[config.mk]
export PLATFORM = sky130hd
export DESIGN_NAME = risc_cpu
export DESIGN_NICKNAME = d
export VERILOG_FILES = /design/src/rtl/risc_cpu_pkg.sv /design/src/rtl/risc_cpu_datapath.sv /design/src/rtl/risc_cpu_regfile.sv /design/src/rtl/risc_cpu.sv
export SDC_FILE = /design/constraint.sdc
export NUM_CORES = 1
export LEC_CHECK = 0
export ABC_AREA = 1
export BUFFER_PORTS_ARGS = -buffer_cell sky130_fd_sc_hd__buf_2
export CORE_MARGIN = 10
export CORE_UTILIZATION = 50
export DETAILED_ROUTE_END_ITERATION = 10
export PLACE_DENSITY = 0.67
export SLEW_MARGIN = 20
export SYNTH_ARGS = -nofsm -noshare
export SYNTH_HDL_FRONTEND = slang
export SYNTH_SLANG_ARGS = --single-unit
[constraint.sdc]
create_clock -name clk -period 5 [get_ports clk]
set_input_delay 1 -clock clk [delete_from_list [all_inputs] [get_ports clk]]
set_output_delay 1 -clock clk [all_outputs]
set_load 0.02 [all_outputs]
[src/rtl/risc_cpu_pkg.sv]
// Shared definitions for the risc_cpu slice: instruction field codes,
// ALU/shift operations, controller states and the shifter helper.
package risc_cpu_pkg;

  localparam int unsigned WORD_W = 16;
  localparam int unsigned NUM_REGS = 8;

  typedef logic [2:0] reg_idx_t;

  localparam logic [2:0] OPC_ALU = 3'b101;
  localparam logic [2:0] OPC_MOV = 3'b110;
  localparam logic [1:0] MOV_REG = 2'b00;
  localparam logic [1:0] MOV_IMM = 2'b10;

  // ALU op values line up with the op field of OPC_ALU instructions
  typedef enum logic [1:0] {
    ALU_ADD = 2'b00,
    ALU_CMP = 2'b01,
    ALU_AND = 2'b10,
    ALU_MVN = 2'b11
  } alu_op_e;

  typedef enum logic [1:0] {
    SH_NONE = 2'b00,
    SH_LSL  = 2'b01,
    SH_LSR  = 2'b10,
    SH_ASR  = 2'b11
  } shift_e;

  typedef enum logic [2:0] {
    S_WAIT,
    S_DECODE,
    S_WRITE_IMM,
    S_GET_A,
    S_GET_B,
    S_EXEC,
    S_WRITE
  } state_e;

  function automatic logic [15:0] shift_apply(input logic [15:0] b, input logic [1:0] sh);
    logic [15:0] res;
    case (sh)
      SH_LSL:  res = {b[14:0], 1'b0};
      SH_LSR:  res = {1'b0, b[15:1]};
      SH_ASR:  res = {b[15], b[15:1]};
      default: res = b;
    endcase
    return res;
  endfunction

endpackage

[src/rtl/risc_cpu_datapath.sv]
// Datapath: register file, shifter on the B operand, ALU, A/B/C
// pipeline registers and the N/V/Z status registers.
module risc_cpu_datapath
  import risc_cpu_pkg::*;
(
  input  logic        clk,
  input  logic        reset,
  input  logic        i_a_zero,
  input  logic        i_ld_a,
  input  logic        i_ld_b,
  input  logic        i_ld_c,
  input  logic        i_ld_flags,
  input  logic [1:0]  i_alu_op,
  input  logic [1:0]  i_sh,
  input  logic        i_wr_en,
  input  logic        i_wr_imm,
  input  logic [2:0]  i_wr_addr,
  input  logic [2:0]  i_rd_addr_a,
  input  logic [2:0]  i_rd_addr_b,
  input  logic [7:0]  i_imm8,
  output logic [15:0] o_c,
  output logic        o_n,
  output logic        o_v,
  output logic        o_z
);

  logic [15:0] r_a, r_b, r_c;
  logic        Z_out, V_out, N_out;
  logic [15:0] w_rd_a, w_rd_b, w_wr_data, w_b_sh, w_res;
  logic        w_ovf;

  assign w_wr_data = i_wr_imm ? {{8{i_imm8[7]}}, i_imm8} : r_c;

  risc_cpu_regfile REGFILE (
    .clk         (clk),
    .reset       (reset),
    .i_wr_en     (i_wr_en),
    .i_wr_addr   (i_wr_addr),
    .i_wr_data   (w_wr_data),
    .i_rd_addr_a (i_rd_addr_a),
    .i_rd_addr_b (i_rd_addr_b),
    .o_rd_a      (w_rd_a),
    .o_rd_b      (w_rd_b)
  );

  assign w_b_sh = shift_apply(r_b, i_sh);

  always_comb begin
    w_res = '0;
    w_ovf = 1'b0;
    case (alu_op_e'(i_alu_op))
      ALU_ADD: begin
        w_res = r_a + w_b_sh;
        w_ovf = (r_a[15] == w_b_sh[15]) && (w_res[15] != r_a[15]);
      end
      ALU_CMP: begin
        w_res = r_a - w_b_sh;
        w_ovf = (r_a[15] != w_b_sh[15]) && (w_res[15] != r_a[15]);
      end
      ALU_AND: w_res = r_a & w_b_sh;
      default: w_res = ~w_b_sh;
    endcase
  end

  always_ff @(posedge clk or negedge reset) begin
    if (!reset) begin
      r_a   <= '0;
      r_b   <= '0;
      r_c   <= '0;
      Z_out <= 1'b0;
      V_out <= 1'b0;
      N_out <= 1'b0;
    end else begin
      if (i_ld_a) r_a <= i_a_zero ? 16'h0000 : w_rd_a;
      if (i_ld_b) r_b <= w_rd_b;
      if (i_ld_c) r_c <= w_res;
      if (i_ld_flags) begin
        Z_out <= (w_res == 16'h0000);
        N_out <= w_res[15];
        V_out <= w_ovf;
      end
    end
  end

  assign o_c = r_c;
  assign o_n = N_out;
  assign o_v = V_out;
  assign o_z = Z_out;

endmodule

[src/rtl/risc_cpu_regfile.sv]
// Eight 16-bit general-purpose registers R0..R7, two combinational read
// ports and one synchronous write port.
module risc_cpu_regfile
  import risc_cpu_pkg::*;
(
  input  logic        clk,
  input  logic        reset,
  input  logic        i_wr_en,
  input  logic [2:0]  i_wr_addr,
  input  logic [15:0] i_wr_data,
  input  logic [2:0]  i_rd_addr_a,
  input  logic [2:0]  i_rd_addr_b,
  output logic [15:0] o_rd_a,
  output logic [15:0] o_rd_b
);

  logic [15:0] R0, R1, R2, R3, R4, R5, R6, R7;

  always_ff @(posedge clk or negedge reset) begin
    if (!reset) begin
      R0 <= '0; R1 <= '0; R2 <= '0; R3 <= '0;
      R4 <= '0; R5 <= '0; R6 <= '0; R7 <= '0;
    end else if (i_wr_en) begin
      case (i_wr_addr)
        3'd0: R0 <= i_wr_data;
        3'd1: R1 <= i_wr_data;
        3'd2: R2 <= i_wr_data;
        3'd3: R3 <= i_wr_data;
        3'd4: R4 <= i_wr_data;
        3'd5: R5 <= i_wr_data;
        3'd6: R6 <= i_wr_data;
        default: R7 <= i_wr_data;
      endcase
    end
  end

  function automatic logic [15:0] rd_mux(input reg_idx_t idx,
      input logic [15:0] r0, r1, r2, r3, r4, r5, r6, r7);
    logic [15:0] res;
    case (idx)
      3'd0: res = r0;
      3'd1: res = r1;
      3'd2: res = r2;
      3'd3: res = r3;
      3'd4: res = r4;
      3'd5: res = r5;
      3'd6: res = r6;
      default: res = r7;
    endcase
    return res;
  endfunction

  assign o_rd_a = rd_mux(i_rd_addr_a, R0, R1, R2, R3, R4, R5, R6, R7);
  assign o_rd_b = rd_mux(i_rd_addr_b, R0, R1, R2, R3, R4, R5, R6, R7);

endmodule

[src/rtl/risc_cpu.sv]
// Multi-cycle 16-bit CPU top: instruction register and the sequencing FSM
// (WAIT, DECODE, WRITE_IMM, GET_A, GET_B, EXEC, WRITE) driving the datapath.
module risc_cpu
  import risc_cpu_pkg::*;
(
  input  logic        clk,
  input  logic        reset,
  input  logic        s,
  input  logic        load,
  input  logic [15:0] in,
  output logic [15:0] out,
  output logic        N,
  output logic        V,
  output logic        Z,
  output logic        w
);

  state_e      r_state, w_next;
  logic [15:0] r_ir;
  logic [2:0]  w_opc;
  logic [1:0]  w_op, w_sh, w_alu_op;
  reg_idx_t    w_rn, w_rd, w_rm, w_wr_addr;
  logic        w_is_mov_imm, w_is_mov_reg, w_is_alu, w_is_cmp;
  logic        w_ld_a, w_ld_b, w_ld_c, w_ld_flags, w_wr_en, w_wr_imm;

  assign w_opc = r_ir[15:13];
  assign w_op  = r_ir[12:11];
  assign w_rn  = r_ir[10:8];
  assign w_rd  = r_ir[7:5];
  assign w_sh  = r_ir[4:3];
  assign w_rm  = r_ir[2:0];

  assign w_is_mov_imm = (w_opc == OPC_MOV) && (w_op == MOV_IMM);
  assign w_is_mov_reg = (w_opc == OPC_MOV) && (w_op == MOV_REG);
  assign w_is_alu     = (w_opc == OPC_ALU);
  assign w_is_cmp     = w_is_alu && (w_op == ALU_CMP);
  // MOV reg reuses the adder with a zeroed A operand so flags come out right
  assign w_alu_op     = w_is_mov_reg ? ALU_ADD : w_op;
  assign w_wr_addr    = w_is_mov_imm ? w_rn : w_rd;

  always_ff @(posedge clk or negedge reset) begin
    if (!reset) begin
      r_state <= S_WAIT;
      r_ir    <= '0;
    end else begin
      r_state <= w_next;
      if (r_state == S_WAIT && load) r_ir <= in;
    end
  end

  always_comb begin
    w_next     = r_state;
    w_ld_a     = 1'b0;
    w_ld_b     = 1'b0;
    w_ld_c     = 1'b0;
    w_ld_flags = 1'b0;
    w_wr_en    = 1'b0;
    w_wr_imm   = 1'b0;
    case (r_state)
      S_WAIT: if (s) w_next = S_DECODE;
      S_DECODE: begin
        if (w_is_mov_imm)                  w_next = S_WRITE_IMM;
        else if (w_is_mov_reg || w_is_alu) w_next = S_GET_A;
        else                               w_next = S_WAIT;
      end
      S_WRITE_IMM: begin
        w_wr_en  = 1'b1;
        w_wr_imm = 1'b1;
        w_next   = S_WAIT;
      end
      S_GET_A: begin
        w_ld_a = 1'b1;
        w_next = S_GET_B;
      end
      S_GET_B: begin
        w_ld_b = 1'b1;
        w_next = S_EXEC;
      end
      S_EXEC: begin
        w_ld_c     = 1'b1;
        w_ld_flags = 1'b1;
        w_next     = w_is_cmp ? S_WAIT : S_WRITE;
      end
      S_WRITE: begin
        w_wr_en = 1'b1;
        w_next  = S_WAIT;
      end
      default: w_next = S_WAIT;
    endcase
  end

  risc_cpu_datapath DP (
    .clk         (clk),
    .reset       (reset),
    .i_a_zero    (w_is_mov_reg),
    .i_ld_a      (w_ld_a),
    .i_ld_b      (w_ld_b),
    .i_ld_c      (w_ld_c),
    .i_ld_flags  (w_ld_flags),
    .i_alu_op    (w_alu_op),
    .i_sh        (w_sh),
    .i_wr_en     (w_wr_en),
    .i_wr_imm    (w_wr_imm),
    .i_wr_addr   (w_wr_addr),
    .i_rd_addr_a (w_rn),
    .i_rd_addr_b (w_rm),
    .i_imm8      (r_ir[7:0]),
    .o_c         (out),
    .o_n         (N),
    .o_v         (V),
    .o_z         (Z)
  );

  assign w = (r_state == S_WAIT);

endmodule

==> metrics.txt, run 1 <==
outcome=finished, final reports clean; Worst slew margin=0.311; Die X=174 um; final antenna-violating net count=0; ant diodes=0; final worst slack=~1.5 ns; drt initial violations=1275; DR vias=around 11000; CTS buffer count=17; FF+latch area=~4900 sq um; asr flop ratio synth=1.00; WS Path Type=flop to flop; Crit path top cell by count=nand3_1; Tmin final=3.48 ns; Critical Path RT=roughly 5.4 ns; Ys Warns=0; # port buffers=39; ratio of cells with drive above 1 in the final layout=0.0920; core area=between 20000 and 25000 sq um; post-DP HPWL=28.5 mm; Top FF cell, synth=dfrtp_1; Placer Congestion=approximately 0.99; drt pass-1 iters=6; Slowest-stage cell, CP=dfrtp_1; # resized after CTS=0; Syn Area/Cell=about 7.4 sq um; measured slew at the worst slew-check pin=just over 1 ns; number of synthesized flops with an enable pin=0; Die ar.=between 30000 and 40000 sq um; area growth from synthesis to final layout=8.06%; CTS sink count=197; Power Total=just over 0.009 W; Hold Fails Final Rpt=0; synthesized cell area=~12000 sq um; Nets=approximately 1700; CP Data Arrival Time=around 3.9 ns; placed instance area=between 10000 and 15000 sq um; filler cell count=about 2300; largest net degree at the start of global routing=roughly 120; Routed WL per cell=~20 um; Mapped Nets=roughly 1700; Max-cap violations=0; Hold Buf Count CTS=0; worst IR drop on VDD=~0.26 mV; first-pass GRT wire length=roughly 62 mm; CTS tree=yes; setup bufs post-CTS=0; sequential share of the synthesized area=0.415; max incr delay on CP=about 0.55 ns; Starting Density=0.508; crit path launch type=flop; max-slew violations=0; Worst Skew=roughly 0.017 ns; Tightest Hold Check Type=flop to flop; IO Count=40; Max Fclk=approximately 290 MHz; area occupied by multi-input gates=5850 sq um; grt ovf=0; clock buffer depth=2; #FFs+latches synth=197; Syn Inst Count=1595; P_leak=6.14 nW; setup slack at placement=about 1.6 ns; later-pin clock latency in the skew report=~0.44 ns; number of global-route vias before repair=approximately 11000; Total Routing Usage GR=0.259; H-tree levels=4; Die Ht=~170 um; CP Buf/Inv Count=2; DRC Markers=0; CP endpoint kind=flop; crit path cell chain=inv_1 > o211ai_1 > inv_1 > fa_1 > or2_2 > nand3_1 > o211ai_1 > o21ai_0 > nand3_1 > nor2_1 > nand3_1 > nor2_1 > nand3_1 > nand2_1; TNS Setup=0 ns; final wirelength=about 40 mm; Final Instance Area=around 13000 sq um; Power Density=714 nW/um^2; CP top delay family=simple AND/OR/NAND/NOR gates; initial antenna violation count=0; post-synthesis cell type count=44; Tcrit/Tclk final=0.695; root buf cell=clkbuf_16; Final Setup Violations=0; Clock transition at path regs=around 0.08 ns; num rows=between 50 and 60; crit-path max FO=11; unrepaired setup endpoints after global routing=no; Vias/cell=between 5 and 6; Hold Slack=0.487 ns
==> layout by cell type, fill, tap and decap left out, types with 11 or more instances in the layout <==
master,instances
nand4_1,14
o2111ai_1,11
dfrtp_1,197
o21ai_1,83
clkbuf_16,17
buf_4,14
o21ai_2,27
inv_1,180
o211ai_1,11
ha_1,35
o22ai_1,19
a221oi_1,32
a21oi_1,56
buf_2,38
nand3_1,90
nand2_1,492
nor2_1,85
o21ai_0,109
==> final cells by class <==
| type | count | area share |
|---|---|---|
| multi-input cells | 1143 | 0.456 |
| flip-flops and latches | 197 | 0.384 |
| well taps | 319 | 0.0311 |
| clock inverters | 14 | 0.0127 |
| clock buffers | 18 | 0.0342 |
| inverters | 194 | 0.0567 |
| repair buffers | 54 | 0.0256 |
==> metal layers <==
metal  vias up  track usage  routed length (um)
li1       5322            -                   -
met1      5316        0.331               16500
met2       477        0.424               18700
met3       112       0.0418                2850
met4         0        0.118                1670
met5         -            0                   0
==> logic make-up (layout without fill, tap and decap cells) <==
logic type	Yosys count	in the layout	synth area share
xor+xnor	1	1	0.000737
mux	6	6	0.00548
compound gates	385	385	0.199
buf+inv	255	280	0.0927
fa+ha+maj	37	37	0.0402
flops	197	197	0.415
simple gates	714	714	0.247
==> cells in the mapped netlist, types with 18 or more instances <==
| cell type | instances | share of area |
|---|---|---|
| nand2_1 | 492 | 0.16 |
| dfrtp_1 | 197 | 0.41 |
| inv_1 | 180 | 0.057 |
| o21ai_0 | 109 | 0.046 |
| nand3_1 | 90 | 0.038 |
| nor2_1 | 85 | 0.027 |
| o21ai_1 | 83 | 0.035 |
| a21oi_1 | 56 | 0.024 |
| ha_1 | 35 | 0.037 |
| a221oi_1 | 32 | 0.024 |
| o21ai_2 | 27 | 0.020 |
| clkbuf_1 | 24 | 0.0076 |
| o22ai_1 | 19 | 0.010 |
| buf_2 | 18 | 0.0076 |
==> worst register-to-register path, delay by kind of cell (launching register included) <==
family	cells	cell delay, ns
fa+ha+maj	1	0.55
compound gates	3	0.73
flops	1	0.55
simple gates	8	1.19
buf+inv	2	0.42
==> final timing paths <==
path	from	endpoint	slack [ns]	cells past startpoint
setup / recovery	r_ir[4]	DP.o_z	1.52	14
hold / removal	DP.REGFILE.R5[5]	DP.REGFILE.R5[5]	0.49	2
hold reg to reg	DP.REGFILE.R5[5]	DP.REGFILE.R5[5]	0.49	2
max in group asynchronous	reset	DP.o_c[15]	3.33	2
setup reg to reg	r_ir[4]	DP.o_z	1.52	14
min in group asynchronous	reset	DP.REGFILE.R2[1]	0.68	1
==> metrics by stage <==
step / instances / utilization
after floorplan: 1595 / -
after global placement: 1907 / 0.523
after detailed placement: 1907 / 0.523
after CTS: 1939 / 0.549
after global routing: 1939 / 0.549
final: 1939 / 0.549
==> report_power, final <==
| part | leakage [nW] | switching [W] | internal [W] |
|---|---|---|---|
| registers | 2.62 | 0.000589 | 0.00221 |
| logic | 3.22 | 0.00352 | 0.00144 |
| clock network | 0.296 | 0.000682 | 0.000728 |
| total | 6.14 | 0.00479 | 0.00437 |
(Power assumes the default switching activity.)
==> run 2: changes to the inputs <==
==> constraint.sdc (replaced) <==
create_clock -name clk -period 3.3 [get_ports clk]
set_input_delay 0.66 -clock clk [delete_from_list [all_inputs] [get_ports clk]]
set_output_delay 0.66 -clock clk [all_outputs]
set_load 0.02 [all_outputs]
==> run 2 against run 1 <==
Compared with the run above: setup slack worse by 1.3 ns; critical path depth up 1; die area unchanged; clock skew decreased by 0.00081 ns; critical endpoint unchanged; highest routed layer unchanged.
==> metrics.txt, run 2 (same netlist as run 1, synthesis figures left out) <==
outcome=finished, final reports clean; Vias/cell=5.84 (+0.82%); Metal-1 WL=16.3 mm (-1.4%); max-slew violations=0 (unchanged); clock buffer depth=2 (unchanged); Power Density=1090 nW/um^2 (+53%); cell count along the critical path=15 (+1); Tightest Hold Check Type=input port to async pin; Placer Congestion=0.941 (-5.3%); CP endpoint kind=flop; CP Buf/Inv Count=3 (+1); drt initial violations=1406 (+10%); Util after Layout=0.564 (+0.0159); final antenna-violating net count=0 (unchanged); Worst slew margin=0.339 (+0.0281); DR WL met3=3.07 mm (+7.6%); filler cell count=2289 (-0.43%); worst IR drop on VDD=0.453 mV (+77%); P_leak=6.31 nW (+2.8%); IO Count=40 (unchanged); Total Routing Usage GR=0.266 (+0.00662); max incr delay on CP=0.49 ns (-0.06 ns); drt pass-1 iters=6 (unchanged); Power Total=0.0145 W (+58%); # port buffers=39 (unchanged); H-tree levels=4 (unchanged); root buf cell=clkbuf_16; Tcrit/Tclk final=0.945 (+0.249); core area=23400 sq um (unchanged); CTS buffer count=17 (unchanged); met2 WL=19.4 mm (+3.8%); num rows=56 (unchanged); Worst Skew=0.0162 ns (-0.000805 ns); initial antenna violation count=0 (unchanged); post-DP HPWL=29.4 mm (+3.0%); crit path cell chain=clkinvlp_4 > buf_4 > o211ai_1 > inv_1 > fa_2 > or2_2 > nand3_1 > o211ai_1 > o21ai_0 > nand3_1 > nor2_1 > nand3_1 > nor2_1 > nand3_1 > nand2_1; CP top delay family=simple AND/OR/NAND/NOR gates; WS Path Type=flop to flop; ratio of cells with drive above 1 in the final layout=0.119 (+0.0275); Slowest-stage cell, CP=dfrtp_2; reg2reg end=DP.o_z; most common cell after layout, fill and taps aside=nand2_1; Hold Fails Final Rpt=0 (unchanged); Die X=174 um (unchanged); Reg2Reg Depth=15 (+1); Starting Density=0.508 (unchanged); Max Fclk=321 MHz (+12%); grt ovf=0 (unchanged); commonest non-fill, non-tap cells in the layout=nand2_1 (492), dfrtp_1 (196), inv_1 (179), o21ai_0 (107), nand3_1 (89); CP Data Arrival Time=3.50 ns (-0.36 ns); measured slew at the worst slew-check pin=0.966 ns (-0.0411 ns); ant diodes=0 (unchanged); crit path launch type=flop; CP Capture Point=DP.o_z; Hold Slack=0.215 ns (-0.272 ns); Max-cap violations=0 (unchanged); register-to-register path setup slack=0.18 ns (-1.34 ns); CTS sink count=197 (unchanged); DRC Markers=0 (unchanged); Hold Buf Count CTS=0 (unchanged); Clock transition at path regs=0.07 ns (about the same); Final Setup Violations=0 (unchanged); Routed WL per cell=20.6 um (+0.30%); reg-to-reg critical path startpoint=r_ir[4]; top sig layer=met4; Tmin final=3.12 ns (-0.360 ns); Nets=1701 (+2.2%); later-pin clock latency in the skew report=0.45 ns (about the same); Crit path top cell by count=nand3_1; CTS tree=yes; Die Ht=174 um (unchanged); Die ar.=30300 sq um (unchanged); Critical Path RT=3.68 ns (-1.70 ns); first-pass GRT wire length=63.7 mm (+2.2%); final wirelength=40.6 mm (+2.2%); area growth from synthesis to final layout=11.2%; DR vias=11535 (+2.7%); crit-path max FO=8 (-3); number of global-route vias before repair=11013 (+0.92%); largest net degree at the start of global routing=76 (-37%); Critical Path Source=r_ir[4]
-- run 2: worst reg2reg max path, delay by kind of cell, from the launching register on --
| kind | cells | cell delay (ns) |
|---|---|---|
| compound gates | 3 | 0.56 |
| fa+ha+maj | 1 | 0.43 |
| flops | 1 | 0.49 |
| simple gates | 8 | 1.10 |
| buf+inv | 3 | 0.49 |
-- run 2: repair_timing --
action | 4_1_cts | 5_1_grt
endpoints found under the setup margin | 1 | 8
setup buffers | 0 | 2
pin swaps | 0 | 3
resized for setup | 1 | 16
-- run 2: how the worst min path moves through the flow --
stage | from | to | slack, ns
finish | reset | DP.REGFILE.R1[1] | 0.21
global route | reset | DP.REGFILE.R1[1] | 0.27
CTS | reset | DP.REGFILE.R1[1] | 0.25
detailed placement | DP.o_v | DP.o_v | 0.47
global placement | DP.o_v | DP.o_v | 0.46
floorplan | reset | DP.REGFILE.R0[0] | 0.36
-- run 2: cell type report --
type / count / area [sq um] / area share
repair buffers: 91 / 619 / 0.0469
clock buffers: 20 / 457 / 0.0346
inverters: 194 / 732 / 0.0554
well taps: 319 / 399 / 0.0302
multi-input cells: 1143 / 5900 / 0.447
flip-flops and latches: 197 / 4930 / 0.373
clock inverters: 12 / 170 / 0.0129
-- run 2: where the power goes --
part           switching, W  internal [W]
logic               0.00550       0.00251
clock network      0.000985       0.00125
registers          0.000858       0.00335
-- run 2: metal layers --
layer	vias up	global-route usage
met2	548	0.444
li1	5409	-
met5	-	0
met4	0	0.127
met3	136	0.0373
met1	5442	0.333
-- run 2: metrics by stage --
stage / area [sq um] / TNS (ns) / cells / worst slack, ns
5_1_grt: 13200 / -0.00898 / 1976 / -0.00898
6_report: 13200 / 0 / 1976 / 0.183
3_5_place_dp: 12500 / 0 / 1942 / 0.000262
4_1_cts: 13100 / 0 / 1974 / 0.0736
3_3_place_gp: 12500 / 0 / 1942 / 0.0556
2_1_floorplan: 11900 / 0 / 1595 / 0.612
